## config.mk

```make
export PLATFORM = sky130hd
export DESIGN_NAME = snake_body_datapath
export DESIGN_NICKNAME = d
export VERILOG_FILES = /design/src/rtl/snake_body_datapath.sv
export SDC_FILE = /design/constraint.sdc
export NUM_CORES = 1
export LEC_CHECK = 0
export BUFFER_PORTS_ARGS = -buffer_cell sky130_fd_sc_hd__buf_2
export CAP_MARGIN = 10
export CORE_MARGIN = 3
export CORE_UTILIZATION = 30
export CTS_CLUSTER_DIAMETER = 150
export DETAILED_ROUTE_END_ITERATION = 8
export GPL_TIMING_DRIVEN = 0
export PLACE_DENSITY = 0.47
export SYNTH_ARGS = -nofsm -noshare
export SYNTH_HDL_FRONTEND = slang
export SYNTH_SLANG_ARGS = --single-unit
```

## constraint.sdc

```tcl
create_clock -name clk -period 4.6 [get_ports clk]
set_input_delay 0.46 -clock clk [delete_from_list [all_inputs] [get_ports clk]]
set_output_delay 0.46 -clock clk [all_outputs]
set_load 0.1 [all_outputs]
```

## src/rtl/snake_body_datapath.sv

```systemverilog
`default_nettype none
// ============================================================================
// Module   : snake_body_datapath
// Purpose  : Datapath behind the snake movement controller. Holds the head
//            register, the body position memory and the prev/curr shift
//            registers, turns draw requests into registered pixel writes and
//            reports food / collision status back to the controller.
// Ports    : clk, rst                 - clock, synchronous active-high reset
//            dir                      - requested heading (00 R, 01 L, 10 U, 11 D)
//            ld_head .. inc_length_check - single-cycle controller strobes
//            draw_q, draw_curr, food_en  - draw requests (food > q > curr)
//            cnt_status               - pixel index 0..8 inside the 3x3 cell
//            colour_in                - colour used for draw_q pixels
//            food_x, food_y           - food cell top-left corner
//            x_out, y_out, colour_out, plot - registered pixel write
//            length_inc               - one-cycle pulse, head is on food
//            is_dead                  - sticky wall / self collision flag
// Revision : 1.0 - initial release
// ============================================================================
module snake_body_datapath #(
  parameter int MAX_LEN  = 64,
  parameter int STEP     = 3,
  parameter int SCREEN_W = 160,
  parameter int SCREEN_H = 120,
  parameter int START_X  = 80,
  parameter int START_Y  = 60
) (
  input  logic       clk,
  input  logic       rst,
  input  logic [1:0] dir,
  input  logic       ld_head,
  input  logic       ld_q_def,
  input  logic       inc_address,
  input  logic       rst_address,
  input  logic       update_head,
  input  logic       ld_head_into_prev,
  input  logic       ld_q_into_curr,
  input  logic       ld_prev_into_q,
  input  logic       ld_curr_into_prev,
  input  logic       inc_length_check,
  input  logic       draw_q,
  input  logic       draw_curr,
  input  logic       food_en,
  input  logic [3:0] cnt_status,
  input  logic [2:0] colour_in,
  input  logic [7:0] food_x,
  input  logic [6:0] food_y,
  output logic [7:0] x_out,
  output logic [6:0] y_out,
  output logic [2:0] colour_out,
  output logic       plot,
  output logic       length_inc,
  output logic       is_dead
);

  localparam int            AW       = (MAX_LEN > 1) ? $clog2(MAX_LEN) : 1;
  localparam logic [AW-1:0] ADDR_MAX = AW'(MAX_LEN - 1);
  localparam logic [1:0]    DIR_RIGHT = 2'b00;
  localparam logic [1:0]    DIR_LEFT  = 2'b01;
  localparam logic [1:0]    DIR_UP    = 2'b10;
  localparam logic [8:0]    X_LIMIT  = 9'(SCREEN_W - STEP);
  localparam logic [7:0]    Y_LIMIT  = 8'(SCREEN_H - STEP);
  localparam logic [8:0]    STEP_X   = 9'(STEP);
  localparam logic [7:0]    STEP_Y   = 8'(STEP);
  localparam logic [7:0]    START_XV = 8'(START_X);
  localparam logic [6:0]    START_YV = 7'(START_Y);
  localparam logic [2:0]    COL_FOOD  = 3'b010;
  localparam logic [2:0]    COL_ERASE = 3'b000;

  // Body memory, no reset: contents are only meaningful once written.
  logic [7:0] mem_x [MAX_LEN];
  logic [6:0] mem_y [MAX_LEN];

  logic [7:0]    head_x_q, head_x_d;
  logic [6:0]    head_y_q, head_y_d;
  logic [7:0]    prev_x_q, prev_x_d;
  logic [6:0]    prev_y_q, prev_y_d;
  logic [7:0]    curr_x_q, curr_x_d;
  logic [6:0]    curr_y_q, curr_y_d;
  logic [AW-1:0] addr_q, addr_d;
  logic [1:0]    heading_q, heading_d;
  logic          hit_q, hit_d;
  logic [7:0]    x_out_q, x_out_d;
  logic [6:0]    y_out_q, y_out_d;
  logic [2:0]    colour_out_q, colour_out_d;
  logic          plot_q, plot_d;
  logic          length_inc_q, length_inc_d;

  // Combinational read of the entry under the address pointer.
  logic [7:0] q_x;
  logic [6:0] q_y;
  assign q_x = mem_x[addr_q];
  assign q_y = mem_y[addr_q];

  // Default body layout: segment n sits n cells to the left of the start.
  logic [8:0] def_x;
  assign def_x = 9'(START_X) - STEP_X * 9'(addr_q);

  // ---------------------------------------------------------------- movement
  logic [1:0] new_heading;
  logic [8:0] cand_x;
  logic [7:0] cand_y;
  logic       wall;

  always_comb begin
    // A request for the exact opposite direction differs only in bit 0.
    new_heading = ((dir ^ 2'b01) == heading_q) ? heading_q : dir;
    cand_x      = {1'b0, head_x_q};
    cand_y      = {1'b0, head_y_q};
    case (new_heading)
      DIR_RIGHT: cand_x = {1'b0, head_x_q} + STEP_X;
      DIR_LEFT:  cand_x = {1'b0, head_x_q} - STEP_X;
      DIR_UP:    cand_y = {1'b0, head_y_q} - STEP_Y;
      default:   cand_y = {1'b0, head_y_q} + STEP_Y;
    endcase
    // Underflow wraps the one-bit-wider sum to a huge value, so the upper
    // bound compare also catches moves off the left/top edge.
    wall = (cand_x > X_LIMIT) || (cand_y > Y_LIMIT);
  end

  // ----------------------------------------------------------------- drawing
  logic [1:0] off_x;
  logic [1:0] off_y;
  logic       cell_ok;
  logic [7:0] base_x;
  logic [6:0] base_y;
  logic [2:0] base_col;

  always_comb begin
    off_x   = 2'd0;
    off_y   = 2'd0;
    cell_ok = 1'b1;
    case (cnt_status)
      4'd0:    begin off_x = 2'd0; off_y = 2'd0; end
      4'd1:    begin off_x = 2'd1; off_y = 2'd0; end
      4'd2:    begin off_x = 2'd2; off_y = 2'd0; end
      4'd3:    begin off_x = 2'd0; off_y = 2'd1; end
      4'd4:    begin off_x = 2'd1; off_y = 2'd1; end
      4'd5:    begin off_x = 2'd2; off_y = 2'd1; end
      4'd6:    begin off_x = 2'd0; off_y = 2'd2; end
      4'd7:    begin off_x = 2'd1; off_y = 2'd2; end
      4'd8:    begin off_x = 2'd2; off_y = 2'd2; end
      default: cell_ok = 1'b0;
    endcase

    base_x   = curr_x_q;
    base_y   = curr_y_q;
    base_col = COL_ERASE;
    if (food_en) begin
      base_x   = food_x;
      base_y   = food_y;
      base_col = COL_FOOD;
    end else if (draw_q) begin
      base_x   = q_x;
      base_y   = q_y;
      base_col = colour_in;
    end
  end

  // -------------------------------------------------------- next-state logic
  always_comb begin
    head_x_d     = head_x_q;
    head_y_d     = head_y_q;
    prev_x_d     = prev_x_q;
    prev_y_d     = prev_y_q;
    curr_x_d     = curr_x_q;
    curr_y_d     = curr_y_q;
    addr_d       = addr_q;
    heading_d    = heading_q;
    hit_d        = hit_q;
    x_out_d      = x_out_q;
    y_out_d      = y_out_q;
    colour_out_d = colour_out_q;

    if (rst_address) begin
      addr_d = '0;
    end else if (inc_address && (addr_q != ADDR_MAX)) begin
      addr_d = addr_q + 1'b1;
    end

    if (update_head) begin
      heading_d = new_heading;
      if (wall) begin
        hit_d = 1'b1;
      end else begin
        head_x_d = cand_x[7:0];
        head_y_d = cand_y[6:0];
      end
    end

    if (ld_head_into_prev) begin
      prev_x_d = head_x_q;
      prev_y_d = head_y_q;
    end
    if (ld_curr_into_prev) begin
      prev_x_d = curr_x_q;
      prev_y_d = curr_y_q;
    end

    if (ld_q_into_curr) begin
      curr_x_d = q_x;
      curr_y_d = q_y;
      // Entry 0 is the head's own slot, so only deeper segments collide.
      if ((addr_q != '0) && (q_x == head_x_q) && (q_y == head_y_q)) begin
        hit_d = 1'b1;
      end
    end

    if (ld_head) begin
      head_x_d  = START_XV;
      head_y_d  = START_YV;
      heading_d = DIR_RIGHT;
      hit_d     = 1'b0;
    end

    length_inc_d = inc_length_check && (head_x_q == food_x) && (head_y_q == food_y);

    plot_d = (food_en || draw_q || draw_curr) && cell_ok;
    if (plot_d) begin
      x_out_d      = base_x + {6'd0, off_x};
      y_out_d      = base_y + {5'd0, off_y};
      colour_out_d = base_col;
    end
  end

  // --------------------------------------------------------------- registers
  always_ff @(posedge clk) begin
    if (rst) begin
      head_x_q     <= START_XV;
      head_y_q     <= START_YV;
      prev_x_q     <= '0;
      prev_y_q     <= '0;
      curr_x_q     <= '0;
      curr_y_q     <= '0;
      addr_q       <= '0;
      heading_q    <= DIR_RIGHT;
      hit_q        <= 1'b0;
      x_out_q      <= '0;
      y_out_q      <= '0;
      colour_out_q <= '0;
      plot_q       <= 1'b0;
      length_inc_q <= 1'b0;
    end else begin
      head_x_q     <= head_x_d;
      head_y_q     <= head_y_d;
      prev_x_q     <= prev_x_d;
      prev_y_q     <= prev_y_d;
      curr_x_q     <= curr_x_d;
      curr_y_q     <= curr_y_d;
      addr_q       <= addr_d;
      heading_q    <= heading_d;
      hit_q        <= hit_d;
      x_out_q      <= x_out_d;
      y_out_q      <= y_out_d;
      colour_out_q <= colour_out_d;
      plot_q       <= plot_d;
      length_inc_q <= length_inc_d;
    end
  end

  // Shifting a segment in takes precedence over loading the default layout.
  always_ff @(posedge clk) begin
    if (!rst) begin
      if (ld_prev_into_q) begin
        mem_x[addr_q] <= prev_x_q;
        mem_y[addr_q] <= prev_y_q;
      end else if (ld_q_def) begin
        mem_x[addr_q] <= def_x[7:0];
        mem_y[addr_q] <= START_YV;
      end
    end
  end

  assign x_out      = x_out_q;
  assign y_out      = y_out_q;
  assign colour_out = colour_out_q;
  assign plot       = plot_q;
  assign length_inc = length_inc_q;
  assign is_dead    = hit_q;

endmodule
`default_nettype wire

```

* Word level (Yosys, flattened, before mapping)
Memory sizes are Yosys's and may differ from the RTL's. A register that Yosys moved wholly into a read port is not among the register bits.
Cells that the tools add are included.
** Word-level totals
- Memories kept :: 2
- Input port bits :: 39
- Output and inout bits :: 21
- Flip-flop bits (word level) :: 74
- Memory bits (writable) :: 960
- Logic and storage cells :: 102
** Operators by class
- Mux-type cells :: 33
- Add/sub/neg operators :: 8
- Bitwise logic cells :: 4
- Order comparisons :: 2
- Reductions and logical operators :: 22
- Multipliers :: 1
- Equality and inequality tests :: 16
** Memory list
- mem_x :: words 64, bits a word 8, rd ports 1, clocked after Yosys merged registers in 1, write ports 1, RTL line 71 : logic [7:0] mem_x [MAX_LEN];
- mem_y :: words 64, bits a word 7, rd ports 1, clocked after Yosys merged registers in 1, write ports 1, RTL line 72 : logic [6:0] mem_y [MAX_LEN];
** Operators with widths (count)
- 8-bit 2-to-1 mux :: 5
- 7-bit 2-to-1 mux :: 5
- 6-bit 2-to-1 mux :: 4
- 9-bit one-hot mux with 2 select lines :: 1
- 4-bit by 3-bit equality test with 1-bit output (second input constant) :: 4
- 8-bit equality test :: 2
- 8-bit one-hot mux with 2 select lines :: 1
- 7-bit equality test :: 2
- 1-bit 2-to-1 mux :: 12
- 3-bit OR reduction :: 4
- 8-bit by 2-bit adder with 9-bit output (second input constant) :: 1
- 9-bit by 8-bit greater-than comparator with 1-bit output (second input constant) :: 1
- 9-bit OR reduction :: 1
- 8-bit by 2-bit subtractor with 9-bit output (second input constant) :: 1
- 7-bit by 2-bit adder with 8-bit output (second input constant) :: 1
- 8-bit by 2-bit adder with 8-bit output :: 1
- 4-bit by 2-bit equality test with 1-bit output (second input constant) :: 2
- 8-bit by 7-bit greater-than comparator with 1-bit output (second input constant) :: 1
- 2-bit by 6-bit multiplier with 8-bit output (first input constant) :: 1
- 2-bit one-hot mux with 2 select lines :: 2
- 7-bit by 2-bit subtractor with 8-bit output (second input constant) :: 1
- 7-bit by 8-bit subtractor with 8-bit output (first input constant) :: 1
- 7-bit by 2-bit adder with 7-bit output :: 1
- 6-bit by 1-bit adder with 6-bit output (second input constant) :: 1
- other kinds (18) :: 30

* Depth between registers and ports, before layout
Gate-level depths: netlist of run 1.
- Word-level depth :: 12
- Gate-level depth with buffers :: 20
- Gate-level depth less buffers :: 15

* Worst setup path after synthesis of run 1
Ideal clock, no wire load.
- Kind :: reg-to-reg
- Start point :: register addr_q[1]
- End point :: memory mem_x[0][6] (data pin)
- Path buffers :: 0
- Slack :: -0.473 ns
- Cell stages (with the launch flop) :: 10
- Arrival :: 4.372 ns
- Period minus slack after synthesis :: 5.073 ns
- Setup time :: 0.701 ns
- Required time :: 3.899 ns
- Cells stage by stage :: dfxtp_1 inv_1 ha_1 ha_1 a21o_1 a21o_1 a21o_1 a21oi_1 xor2_1 o21ai_0
** Between the ends
- Word-level cells in the longest chain between the ends :: 3
** RTL lines
- from (decl) :: RTL line 80 : logic [AW-1:0] addr_q, addr_d;
- from (signal assigned) :: RTL line 250 : addr_q <= addr_d;
- 2-bit by 6-bit multiplier with 8-bit output :: RTL line 97 : assign def_x = 9'(START_X) - STEP_X * 9'(addr_q);
- 7-bit by 8-bit subtractor with 8-bit output :: RTL line 97
- 8-bit 2-to-1 mux (no source line)
- to (decl) :: RTL line 71
No other way between the ends.

==> reports/qor.yml, run 1 <==
logic_synthesis:
  yosys-mux-area-fraction: 0.140
  synth_flop_cell: "edfxtp_1"
  synth_top_family_by_area: "multiplexers"
  ys_seq_elements: 1040
  synthArstFlopShare: 0
  ys_types: 81
  synthAdderAreaFrac: 0.0125
  ys_warn_count: 0
  synth_edf_count: 960
  yosysSeqAreaShare: 0.714
  netlist.area_leader.share: 0.677
  synthesis.area_um2: 42600
  synth.area.top_cells: "edfxtp_1, mux4_2, dfxtp_1, mux4_1, nor2_1"
  synthSimpleGateAreaFrac: 0.0482
  synth-compound-area-share: 0.0512
  synthXorXnorAreaFrac: 0.0117
  avgSynthCellArea_um2: 18.4
  yosysTopAreaCell: "edfxtp_1"
  syn_nets: 2395
  synth_cells: 2316
timing:
  timing.final.crit_share: 0.987
  maxSlewViolCount: 0
  slew_headroom: 0.155
  setup_viol: 0
  worst_slew_pin_slew_ns: 1.26
  setup_tns_ns: 0
  finalHoldViolCount: 0
  hold_slack_ns: 0.0677
  fmax_mhz: 220
  fin_skew_ns: 0.0636
  rsz0062_at_grt: "yes"
  fin_crit_ns: 4.54
finish:
  final_common_cell: "edfxtp_1"
  layout-drive-gt1-share: 0.268
  layout_common_cells: "edfxtp_1, mux4_2, clkbuf_16, nor2_1, nand2_1"
  fin_area_um2: 51300
  n_fill_cell: 13111
  multi_input_area_um2: 11600
  num-nets-final: 2660
  regArea_um2: 30400
  area_growth_syn_to_layout_pct: 20.4
setup_path:
  critPathKind: "register to register"
  endpoint_kind: "register"
  reg2reg_depth: 20
  path_max_fanout: 10
  cp_data_required_time_ns: 5.20
  critPathArrivalTime_ns: 5.14
  start_kind: "register"
drt:
  drc: 0
  wire_per_inst_um: 34.0
  ant_nets: 0
  wl_mm: 155
  drt_first_pass_iters: 5
  initialDrtViolationCount: 2972
  vias: 25022
  viasPerCell: 5.50
floorplanning:
  start_util: 0.304
  fp-row-count: 137
  core_um2: 140000
  dieArea_um2: 147000
  die_height_um: 383
  ioPinCount: 60
  die_w_um: 383
global_routing:
  grt_pass1_vias: 24597
  antenna_found_initial: 9
  grt_pass1_wl_mm: 210
  grt-ovfl-total: 0
  grt_use_total: 0.210
  grt_start_max_net_pins: 65
pwr:
  p_leak_nw: 16.4
  powerDensity_nw_per_um2: 400
  vdd_drop_max_mv: 0.265
clock_network:
  htreeDepth: 3
  ctsLongestPathBuffers: 3
  clkSinkCount: 1040
  clkTransAtPathRegs_ns: 0.06
  clk_latency_ns: 0.75
  cts_tree: "yes"
  clockRootBuffer: "clkbuf_16"
  cts_buffers: 109
placement:
  gp_congestion: 0.926
  dp_hpwl_mm: 108
  postPlaceCellArea_um2: 47100
  port_buffers: 54
flow_run:
  cap_viol_max_count: 0
hold_path:
  hold_path_class: "primary input to register"
  hold_depth: 4
status:
  status: "complete, no violations"
-- synth_stat cells, types with 8 or more instances --
cell      count
a211oi_1     28
a21o_1       15
a21oi_1      64
a22oi_1      30
a31oi_1      16
and2_1        9
buf_12        8
buf_2        30
buf_4        23
buf_6        17
clkbuf_1     38
dfxtp_1      80
edfxtp_1    960
ha_1         36
inv_1        23
mux2i_1      54
mux4_1       41
mux4_2      191
nand2_1      86
nand2b_1     20
nand3_1      31
nand3b_1     13
nand4_1      11
nor2_1      159
nor2b_1      23
nor3_1       17
nor3b_1      11
o21a_1        9
o21ai_0      45
o22ai_1      43
xnor2_1      35
xor2_1       22
-- kinds of logic after synthesis --
kind of cell,Yosys count
DFF,1040
and+or+nand+nor,421
AOI/OAI and AO/OA,323
muxes,290
buffers and inverters,145
xor gates and xnor gates,57
adders and majority gates,40
-- metal layers --
layer / part of all wire / routed length (um) / global-route usage
met5: 0.000084 / 13 / 0
met4: 0.034 / 5330 / 0.0726
met3: 0.091 / 14200 / 0.0483
met2: 0.46 / 70700 / 0.326
met1: 0.42 / 64700 / 0.290
-- what timing repair did --
item / 4_1_cts / 5_1_grt
setup buffers: 10 / 8
hold endpoints to repair: 3 / 0
setup endpoints to repair: 17 / 16
hold buffers: 3 / 0
cloned: 0 / 0
pin swaps: 4 / 3
resized for setup: 101 / 40
-- registers in the layout (all words and copies together) (netlist names), 8 cells and up, named ones only --
name / count
x_out: 8
head_x_q: 8
prev_x_q: 8
mem_x: 512
mem_y: 448
curr_x_q: 8
-- worst paths after layout --
path	startpoint	to	slack, ns
max reg2reg	register	y_out[6]$_SDFFE_PP0P_	0.06
min reg2reg	colour_out[2]$_SDFFE_PP0P_	colour_out[2]$_SDFFE_PP0P_	0.45
min	food_x[2]	length_inc$_SDFF_PP0_	0.07
max	register	y_out[6]$_SDFFE_PP0P_	0.06
-- final cells by class --
class                   instances  share of cell area
well taps                    1876              0.0458
clock buffers                 135              0.0557
clock inverters                67              0.0127
multi-input cells            1131               0.227
inverters                      24             0.00183
plain buffers                 118              0.0232
flip-flops and latches       1040               0.593
diodes                          3            0.000146
repair buffers                157              0.0407
-- where the power goes --
group	total [mW]	switching, mW	leakage (nW)	internal, mW
Clock	8.80	3.79	1.71	5.02
Combinational	1.25	0.846	5.22	0.405
Sequential	10.4	0.0451	9.50	10.4
-- metrics by stage --
| step | util | setup slack, ns | std cells | power, mW |
|---|---|---|---|---|
| after floorplan | - | 0.0179 | 2316 | 11.3 |
| after global placement | 0.322 | -4.16 | 4246 | 11.8 |
| after detailed placement | 0.336 | -1.36 | 4328 | 11.9 |
| after CTS | 0.365 | -0.00719 | 4542 | 20.6 |
| after global routing | 0.366 | -0.0665 | 4548 | 21.1 |
| final | 0.366 | 0.0587 | 4551 | 20.5 |
-- critical path, cell delays in order (launching register included) --
cell,delay (ns)
dfxtp_2,0.42
buf_6,0.21
buf_6,0.23
buf_8,0.26
buf_8,0.25
mux2i_1,0.10
a21oi_1,0.16
o211ai_1,0.20
nand4_1,0.14
buf_4,0.17
nand2_1,0.07
o21ai_2,0.11
mux2i_1,0.17
o21ai_2,0.21
ha_1,0.21
inv_1,0.07
fa_1,0.48
nand2b_1,0.21
nor4bb_2,0.36
mux2i_1,0.25
nand2_1,0.07
(Power assumes the default switching activity.)
==> inputs of run 2 (changes only) <==
--- a/config.mk
+++ b/config.mk
@@ -8,11 +8,12 @@
 export BUFFER_PORTS_ARGS = -buffer_cell sky130_fd_sc_hd__buf_2
 export CAP_MARGIN = 10
 export CORE_MARGIN = 3
-export CORE_UTILIZATION = 30
+export CORE_UTILIZATION = 35
 export CTS_CLUSTER_DIAMETER = 150
 export DETAILED_ROUTE_END_ITERATION = 8
 export GPL_TIMING_DRIVEN = 0
-export PLACE_DENSITY = 0.47
+export PLACE_DENSITY = 0.53
+export SLEW_MARGIN = 0
 export SYNTH_ARGS = -nofsm -noshare
 export SYNTH_HDL_FRONTEND = slang
 export SYNTH_SLANG_ARGS = --single-unit
==> run 2 against run 1 <==
Compared with the run above: sequential cell count stayed put; worst setup slack better by 0.037 ns; worst hold slack got worse by 0.0040 ns; largest cell class unchanged.
==> reports/qor.yml, run 2 (synthesis results as in run 1) <==
status:
  status: "complete, no violations"
finish:
  reg_top3: "mem_x (512), mem_y (448)"
  stdcell_count: 4275
  area_growth_syn_to_layout_pct: 18.7
  layout-drive-gt1-share: 0.266
  layout_common_cells: "edfxtp_1, mux4_2, clkbuf_16, nor2_1, nand2_1"
  multi_input_area_um2: 11600
  largest_register: "mem_x"
  largest_reg_flops: 512
  final_util: 0.420
  regArea_um2: 30400
  num-nets-final: 2653
  n_fill_cell: 10599
  final_common_cell: "edfxtp_1"
floorplanning:
  dieArea_um2: 126000
  fp-row-count: 127
  die_w_um: 355
  start_util: 0.354
  core_um2: 120000
  die_height_um: 355
  ioPinCount: 60
setup_path:
  critPathArrivalTime_ns: 5.12
  start_kind: "register"
  cp_cell_sequence: "buf_6, buf_2, mux4_2, o22ai_1, o21ai_0, a211oi_1, xor2_1, nand4_1, nor4_1, o21bai_1"
  cp_data_required_time_ns: 5.21
  endpoint_kind: "register"
  critPathKind: "register to register"
  path_max_fanout: 10
  slowest_stage: "a211oi_1"
  slowest_delay_ns: 1.12
global_routing:
  grt_use_total: 0.232
  antenna_found_initial: 7
  grt_start_max_net_pins: 53
  grt-ovfl-total: 0
  grt_pass1_wl_mm: 202
  grt_pass1_vias: 24219
clock_network:
  clk_latency_ns: 0.72
  clkTransAtPathRegs_ns: 0.06
  cts_tree: "yes"
  clkSinkCount: 1040
  clockRootBuffer: "clkbuf_16"
  ctsLongestPathBuffers: 3
  cts_buffers: 108
  htreeDepth: 3
drt:
  initialDrtViolationCount: 3583
  vias: 25089
  drt_first_pass_iters: 5
  viasPerCell: 5.87
  ant_nets: 0
  wl_mm: 148
  wire_per_inst_um: 34.5
  drc: 0
flow_run:
  cap_viol_max_count: 0
hold_path:
  hold_path_class: "primary input to register"
timing:
  timing.final.crit_share: 0.979
  fin_skew_ns: 0.0451
  finalHoldViolCount: 0
  fin_crit_ns: 4.50
  worst_slew_pin_slew_ns: 1.41
  setup_viol: 0
  slew_headroom: 0.0570
  maxSlewViolCount: 0
  fmax_mhz: 222
pwr:
  powerDensity_nw_per_um2: 400
  vdd_drop_max_mv: 0.342
  p_leak_nw: 16.3
placement:
  dp_hpwl_mm: 103
  gp_congestion: 0.954
  placedCellCount: 4064
  port_buffers: 54
[run 2: routing by layer]
metal  wire length (um)  track usage
met5                 13            0
met4               6180       0.0812
met3              14500       0.0516
met2              67600        0.362
met1              59300        0.322
[run 2: area by class of cell]
class / instances / share of cell area
Clock inverter: 52 / 0.00896
Antenna cell: 2 / 0.0000990
Clock buffer: 145 / 0.0584
Buffer: 117 / 0.0224
Tap cell: 1612 / 0.0399
Multi-Input combinational cell: 1131 / 0.230
Sequential cell: 1040 / 0.602
Inverter: 24 / 0.00186
Timing Repair Buffer: 152 / 0.0362
[run 2: critical path, delay by kind of cell (launching register included)]
| family | cells | cell delay (ns) |
|---|---|---|
| flops | 1 | 0.41 |
| compound gates | 4 | 1.88 |
| mux | 1 | 0.44 |
| xor+xnor | 1 | 0.21 |
| buf+inv | 2 | 0.75 |
| simple gates | 2 | 0.72 |
[run 2: stage by stage]
step	power, mW	instance area, um2	hold WS (ns)	setup slack (ns)	TNS [ns]
2_1_floorplan	11.3	42600	0.456	0.0179	0
3_3_place_gp	11.8	44900	0.443	-4.15	-1429.94
3_5_place_dp	11.8	46600	0.449	-1.43	-15.33
4_1_cts	20.3	50300	0.0220	-0.0660	-0.126
5_1_grt	20.7	50500	0.0486	-0.0285	-0.0562
6_report	20.2	50500	0.0637	0.0960	0
[run 2: path summary, 6_finish.rpt]
| check | depth (start not counted) | slack [ns] | end | start |
|---|---|---|---|---|
| max | 10 | 0.1 | is_dead$_SDFF_PP0_ | register |
| min | 3 | 0.06 | colour_out[0]$_SDFFE_PP0P_ | colour_in[0] |
| max reg2reg | 10 | 0.1 | is_dead$_SDFF_PP0_ | register |
| min reg2reg | 2 | 0.45 | y_out[0]$_SDFFE_PP0P_ | y_out[0]$_SDFFE_PP0P_ |
[run 2: what timing repair did]
action                     CTS  global route
pin swaps                    5             3
hold buffers                 1             0
gates resized for setup     73            56
setup endpoints to repair   16            19
gates cloned                 0             0
hold endpoints to repair     1             0
setup buffers                9             6
[run 2: report_power, final]
part | switching (mW) | total, mW | leakage, nW | internal (mW)
registers | 0.0446 | 10.4 | 9.50 | 10.4
logic | 0.829 | 1.23 | 5.10 | 0.400
clock network | 3.70 | 8.53 | 1.67 | 4.83
total | 4.58 | 20.2 | 16.3 | 15.6
==> inputs of run 3 (changes only) <==
--- a/config.mk
+++ b/config.mk
@@ -12,7 +12,7 @@
 export CTS_CLUSTER_DIAMETER = 150
 export DETAILED_ROUTE_END_ITERATION = 8
 export GPL_TIMING_DRIVEN = 0
-export PLACE_DENSITY = 0.53
+export PLACE_DENSITY = 0.51
 export SLEW_MARGIN = 0
 export SYNTH_ARGS = -nofsm -noshare
 export SYNTH_HDL_FRONTEND = slang
==> constraint.sdc (replaced) <==
create_clock -name clk -period 5.65 [get_ports clk]
set_input_delay 0.565 -clock clk [delete_from_list [all_inputs] [get_ports clk]]
set_output_delay 0.565 -clock clk [all_outputs]
set_load 0.1 [all_outputs]
==> run 3 against run 2 <==
Compared with the run above: the flow now finishes with violations (negative setup slack); final area shrank 1.1%; total power fell by 20%; via count down 1.9%; largest cell class unchanged; largest power group unchanged.
==> reports/qor.yml, run 3 (synthesis results as in run 1) <==
placement:
  pre_cts_ws_ns: -0.332
  gp_congestion: 0.947
  dp_hpwl_mm: 103
  port_buffers: 54
pwr:
  comb_power_share: 0.060
  pwr-share-seq: 0.523
  swShare: 0.229
  switchingPower_mw: 3.73
  vdd_drop_max_mv: 0.222
  internal-power_mw: 12.5
  pwr-share-clk: 0.417
  p_leak_nw: 16.0
  powerDensity_nw_per_um2: 325
timing:
  slew_headroom: 0.176
  timing.final.crit_share: 1.01
  fin_crit_ns: 5.70
  fmax_mhz: 175
  worst_slew_pin_slew_ns: 1.23
  setup_viol: 1
  maxSlewViolCount: 0
  rsz0062_at_grt: "no"
  fin_skew_ns: 0.0302
  hold_slack_ns: 0.144
  finalHoldViolCount: 0
  layout_setup_ws_ns: -0.0541
floorplanning:
  dieArea_um2: 126000
  fp-row-count: 127
  core_um2: 120000
  start_util: 0.354
  die_height_um: 355
  die_w_um: 355
  ioPinCount: 60
clock_network:
  cts_tree: "yes"
  clkTransAtPathRegs_ns: 0.06
  htreeDepth: 3
  clkSinkCount: 1040
  clockRootBuffer: "clkbuf_16"
  ctsHoldBuffers: 0
  post_cts_buffers: 0
  clk_latency_ns: 0.71
  cts_buffers: 108
  ctsLongestPathBuffers: 3
setup_path:
  cp_data_required_time_ns: 6.24
  endpoint_kind: "register"
  r2r_slack_ns: -0.05
  reg2reg_depth: 12
  worstReg2RegEnd: "x_out[6]$_SDFFE_PP0P_"
  critPathKind: "register to register"
  critPathArrivalTime_ns: 6.30
  start_kind: "register"
  path_max_fanout: 10
finish:
  regArea_um2: 30400
  reg_top3: "mem_x (512), mem_y (448)"
  largest_reg_flops: 512
  num-nets-final: 2636
  final_common_cell: "edfxtp_1"
  largest_register: "mem_x"
  multi_input_area_um2: 11500
  layout-drive-gt1-share: 0.249
  layout_common_cells: "edfxtp_1, mux4_2, clkbuf_16, nor2_1, nand2_1"
  area_growth_syn_to_layout_pct: 17.3
  n_fill_cell: 10654
drt:
  vias: 24619
  drt_first_pass_iters: 5
  initialDrtViolationCount: 3301
  ant_nets: 0
  wire_per_inst_um: 34.7
  drc: 0
  wl_mm: 148
  viasPerCell: 5.78
hold_path:
  holdPathEnd: "colour_out[2]$_SDFFE_PP0P_"
  hold_depth: 3
  min_from: "colour_in[2]"
  hold_path_class: "primary input to register"
global_routing:
  grt_pass1_wl_mm: 203
  grt_pass1_vias: 24020
  grt_use_total: 0.234
  antenna_found_initial: 7
  grt_start_max_net_pins: 65
  grt-ovfl-total: 0
status:
  status: "finished with violations"
  violations: "negative setup slack"
flow_run:
  cap_viol_max_count: 0
[run 3: changes by cell type in the layout (fill, tap and decap cells not counted), sizes merged]
cell         before  now
clkinv           41   55
buf             228  213
dlygate4sd3       1    0
clkinvlp          1    4
inv              28   26
bufinv            6    4
clkbuf          185  175
[run 3: final cells by class]
| type | count | share of cell area |
|---|---|---|
| clock inverters | 65 | 0.00886 |
| clock buffers | 136 | 0.0572 |
| multi-input cells | 1131 | 0.230 |
| repair buffers | 134 | 0.0358 |
| inverters | 24 | 0.00180 |
| diodes | 2 | 0.000100 |
| flip-flops and latches | 1040 | 0.609 |
| well taps | 1612 | 0.0404 |
| plain buffers | 118 | 0.0169 |
[run 3: stage by stage]
stage | total power [mW] | area, um2 | setup TNS (ns) | util | instances
floorplan | 9.24 | 42600 | 0 | - | 2316
global placement | 9.60 | 44900 | -1561.20 | 0.373 | 3982
detailed placement | 9.63 | 46700 | -0.868 | 0.388 | 4062
CTS | 16.3 | 50000 | 0 | 0.415 | 4261
global route | 16.7 | 50000 | 0 | 0.415 | 4260
finish | 16.3 | 50000 | -0.0541 | 0.415 | 4262
[run 3: timing repair]
| action | in CTS | in global routing |
|---|---|---|
| endpoints found under the setup margin | 9 | 3 |
| endpoints found under the hold margin | 0 | 0 |
| gates resized for setup | 2 | 1 |
[run 3: worst max path at each step]
stage / startpoint / end / slack (ns) / cells after the start
final: register / x_out[6]$_SDFFE_PP0P_ / -0.05 / 12
after global routing: register / x_out[6]$_SDFFE_PP0P_ / 0.03 / 12
after CTS: register / x_out[6]$_SDFFE_PP0P_ / 0.07 / 17
after detailed placement: register / x_out[6]$_SDFFE_PP0P_ / -0.33 / 17
after global placement: addr_q[3]$_SDFFE_PP0P_ / mem_x[38][7]$_DFFE_PP_ / -3.55 / 8
after floorplan: addr_q[1]$_SDFFE_PP0P_ / mem_x[0][6]$_DFFE_PP_ / 0.58 / 9
[run 3: power groups by stage]
stage / sequential, mW / clock (mW) / combinational (mW)
after floorplan: 8.74 / 0 / 0.496
after global placement: 8.70 / 0 / 0.903
after detailed placement: 8.66 / 0 / 0.970
after CTS: 8.50 / 6.85 / 0.972
after global routing: 8.50 / 7.15 / 1.03
final: 8.50 / 6.78 / 0.977
[run 3: routing by layer]
layer	global-route usage	wire, um	up-vias
li1	-	-	9932
met1	0.323	60300	13105
met2	0.365	67900	1333
met3	0.0536	14000	249
met4	0.0816	5760	0
met5	0	0	-
[run 3: worst max-delay path, stage by stage, from the launching register on]
cell,delay [ns]
dfxtp_1,0.69
clkbuf_1,0.84
clkbuf_1,0.95
o221ai_1,0.32
a31oi_1,0.65
a22oi_2,0.31
nand2_1,0.14
o21ai_0,0.10
o21a_1,0.25
fa_1,0.45
nand3b_2,0.25
or3_1,0.39
a311oi_1,0.24
